[src/rtl/fifo_stream_reader.sv]
// Read-side drain stage for the synchronous FIFO. It absorbs the FIFO's one-cycle read
// latency in a 2-entry skid buffer and frames the words into fixed-length valid/ready packets.
module fifo_stream_reader #(
  parameter int WIDTH   = 8,
  parameter int PKT_LEN = 4,
  parameter int CNT_W   = 16
) (
  input  logic             clk,
  input  logic             reset,
  input  logic             fifo_empty,
  input  logic [WIDTH-1:0] fifo_rdata,
  output logic             fifo_rd_en,
  output logic             m_valid,
  input  logic             m_ready,
  output logic [WIDTH-1:0] m_data,
  output logic             m_last,
  output logic [CNT_W-1:0] pkt_count,
  output logic             busy
);

  localparam int                BEAT_W    = (PKT_LEN > 1) ? $clog2(PKT_LEN) : 1;
  localparam logic [BEAT_W-1:0] LAST_BEAT = BEAT_W'(PKT_LEN - 1);

  logic [1:0]        occ;
  logic              inflight;
  logic              head;
  logic              tail;
  logic [WIDTH-1:0]  entry [2];
  logic [BEAT_W-1:0] beat;

  logic              pop;
  logic [1:0]        level_after_pop;

  // Read whenever the word it returns is guaranteed a buffer slot. Counting this cycle's
  // pop is the combinational m_ready path that keeps one word per clock flowing.
  always_comb begin
    pop             = m_valid && m_ready;
    level_after_pop = occ + {1'b0, inflight} - {1'b0, pop};
    fifo_rd_en      = !reset && !fifo_empty && (level_after_pop < 2'd2);
  end

  always_ff @(posedge clk or posedge reset) begin
    if (reset) begin
      occ       <= '0;
      inflight  <= 1'b0;
      head      <= 1'b0;
      tail      <= 1'b0;
      // NOTE: the two buffer entries are reset so m_data reads 0 out of reset; a deep
      // memory would normally be left unreset, but here it is only two flops.
      entry[0]  <= '0;
      entry[1]  <= '0;
      beat      <= '0;
      pkt_count <= '0;
    end else begin
      inflight <= fifo_rd_en;
      occ      <= level_after_pop;

      // The FIFO's rdata is valid exactly one cycle after the strobe.
      if (inflight) begin
        entry[tail] <= fifo_rdata;
        tail        <= ~tail;
      end

      if (pop) begin
        head <= ~head;
        if (beat == LAST_BEAT) begin
          beat      <= '0;
          pkt_count <= pkt_count + CNT_W'(1);
        end else begin
          beat <= beat + BEAT_W'(1);
        end
      end
    end
  end

  assign m_valid = (occ != 2'd0);
  assign m_data  = entry[head];
  assign m_last  = (beat == LAST_BEAT);
  assign busy    = (occ != 2'd0) || inflight;

endmodule

[config.mk]
export PLATFORM = sky130hd
export DESIGN_NAME = fifo_stream_reader
export DESIGN_NICKNAME = d
export VERILOG_FILES = /design/src/rtl/fifo_stream_reader.sv
export SDC_FILE = /design/constraint.sdc
export NUM_CORES = 1
export LEC_CHECK = 0
export BUFFER_PORTS_ARGS = -buffer_cell sky130_fd_sc_hd__buf_2
export CAP_MARGIN = 15
export CORE_UTILIZATION = 45
export DETAILED_ROUTE_END_ITERATION = 8
export GPL_TIMING_DRIVEN = 0
export MAX_ROUTING_LAYER = met4
export PLACE_DENSITY = 0.68
export SLEW_MARGIN = 20
export SYNTH_ARGS = -nofsm -noshare
export SYNTH_HDL_FRONTEND = slang
export SYNTH_SLANG_ARGS = --single-unit
[constraint.sdc]
create_clock -name clk -period 3.33 [get_ports clk]
set_input_delay 0.1665 -clock clk [delete_from_list [all_inputs] [get_ports clk]]
set_output_delay 0.1665 -clock clk [all_outputs]
set_load 0.05 [all_outputs]
==> impl_results.md <==
- Buffers added on ports: 39
- Total Neg Setup Slack: 0 ns
- Total gr overflow: 0
- Die Ht: 64.3 µm
- Largest cells by area after synthesis: dfrtp_1, mux2_2, xnor2_1
- Num CTS Buffers: 5
- Run status: completed
- CTS-repair resized insts: 0
- Largest net degree at the start of global routing: 40
- CP Capture Type: output pin
- Least-Margin Pin Slew: 0.781 ns
- Synth Cell Area: ~1700 µm²
- CP Launch Type: flop
- Die width: roughly 64 µm
- Post-synthesis net count: between 100 and 150
- Crit path DAT: approximately 2.5 ns
- Root buf cell: clkbuf_8
- Worst-path maximum fanout: 5
- Row cnt: 22
- P per Cell Area: 990 nW/µm²
- Via density per instance: 5.00
- CTS H-tree lvls: 2
- Core ar.: around 3700 µm²
- Share of cells above drive strength 1: 0.428
- Antenna Diode Count: 0
- Hold-fix buffers, CTS: 0
- CTS max path bufs: 2
- Vias: around 1100
- Leakage power: roughly 0.001 µW
- DR DRC count: 0
- Clock latency on the worst-skew pair: 0.28 ns
- Yosys reg bits: 39
- Largest area contributor in the netlist: dfrtp_1
- Clk_skew: 0.00754 ns
- Hold Fails Final Rpt: 0
- Mapped Cells: between 100 and 150
- Global-route wire length before repair: 5.09 mm
- Final Cycle Share: 0.796
- Peak supply drop: 0.000557 V
- Sequential area share after synthesis: 0.558
- DR iter-0 viols: 37
- Post-DP HPWL: 2.13 mm
- Max-capacitance violation count: 0
- RSZ-0062 raised after global routing: false
- Fmax: ~380 MHz
- Area share of the largest cell type after synthesis: 0.558
- Slew headroom: 0.479
- Routability cong.: ~0.79
- Post-synth cell types: 24
- Tmin final: 2.65 ns
- IO Pins: 40
- Critical path class: flop to output pin
- Slew Viols, Final: 0
- Total die area: between 4000 and 5000 µm²
- Most frequent cells in the layout: dfrtp_1, buf_2, mux2_2
- Setup Buffers After CTS: 0
- Syn_area_per_cell: 13.1 µm²
- WL final: a little under 3 mm
- Nets: just under 200
- Final setup vio count: 0
- First-pass iteration count of the detailed router: 4
- Area grow syn2layout: 19.3%
- Finished Core Util: 0.565
- Starting Density: 0.474
- GRT Total Usage: 0.164
- Synth warnings: 0
- Clock sink total: 39
- Initial antenna violation count: 0
- Antenna-violating nets left: 0
- WL/cell: 12.7 µm
- Clock slew at the register clock pins of the worst setup and hold paths: around 0.07 ns
- Hold Path Class: input port to asynchronous set/reset pin
- Vias in the first global route: around 1200
- CTS tree: done
- Req. time, crit path: roughly 3.2 ns
- Total Power: ~2100 µW
## kinds of logic after synthesis
family | count (synthesis) | share of synthesized area
flip-flops | 39 | 0.558
AND/OR/NAND/NOR | 38 | 0.127
multiplexers | 25 | 0.161
XOR/XNOR | 19 | 0.0952
buffers and inverters | 6 | 0.0129
adder cells (fa/ha/maj) | 4 | 0.0286
AO/OA/AOI/OAI | 2 | 0.0165
## metrics by stage
step                      instances  area (µm²)  setup slack [ns]  hold WS [ns]
final                           228        2080             0.680        0.0422
after global routing            228        2080             0.463        0.0575
after detailed placement        220        2000             0.943         0.344
after global placement          220        2000              1.03         0.334
after CTS                       228        2080             0.623        0.0473
after floorplan                 133        1750             0.114         0.298
## power breakdown
group	switching [µW]	internal [µW]	total (µW)
logic	662	351	1010
registers	117	642	760
clock network	145	147	292
total	924	1140	2060
## final timing paths
| kind | startpoint | to | slack, ns | cells past startpoint |
|---|---|---|---|---|
| worst max-delay path | occ[1] | fifo_rd_en | 0.68 | 10 |
| worst min-delay path | reset | occ[1] | 0.04 | 2 |
| worst max register to register | occ[1] | inflight | 1.33 | 9 |
| worst min register to register | pkt_count[15] | pkt_count[15] | 0.48 | 1 |
| max in group asynchronous | reset | pkt_count[1] | 2.79 | 2 |
| min in group clk | fifo_empty | inflight | 0.05 | 2 |
## routing by layer
| layer | up-vias | part of all wire | global-route usage |
|---|---|---|---|
| met5 | - | 0 | - |
| met4 | 0 | 0.013 | 0.0667 |
| met3 | 5 | 0.036 | 0.0321 |
| met2 | 21 | 0.51 | 0.284 |
| met1 | 565 | 0.44 | 0.185 |
| li1 | 550 | - | - |
## critical path, stage by stage, from the launching register on
cell and delay (ns):
dfrtp_1 0.44, or2_1 0.27, nand2_1 0.17, inv_1 0.07
ha_1 0.27, inv_1 0.04, ha_1 0.18, xnor2_1 0.13
xnor2_1 0.15, nor3_1 0.18, buf_2 0.30
## Yosys cell counts
| library cell | n |
|---|---|
| or3_4 | 1 |
| dfrtp_1 | 39 |
| nor2_2 | 3 |
| nand3_1 | 6 |
| mux2_2 | 23 |
| mux2_1 | 2 |
| xor2_1 | 7 |
| or3_2 | 1 |
| xnor2_1 | 12 |
| nor3_1 | 4 |
| clkbuf_1 | 2 |
| nor3_2 | 1 |
| nand2b_1 | 1 |
| inv_1 | 4 |
| or2_1 | 2 |
| nand4_1 | 2 |
| ha_1 | 4 |
| nor2_1 | 2 |
| and4_1 | 2 |
| and3_1 | 1 |
| nand4_4 | 1 |
| a21o_1 | 1 |
| o211ai_4 | 1 |
| nand2_1 | 11 |
## cell type report
class	instances	area (µm²)
buffer	2	7.51
clock buffer	7	76.3
clock inverter	1	5.00
fill	337	1600
inverter	4	15.0
multi-input combinational	88	749
sequential	39	976
tap	48	60.1
timing repair buffer	39	195
## registers in the layout, summed over array words and instances (netlist names)
signal and flops:
entry 16, beat 2, occ 2, inflight 1, tail 1, pkt_count 16
head 1
Note: power is estimated with default switching activity, not from simulation.
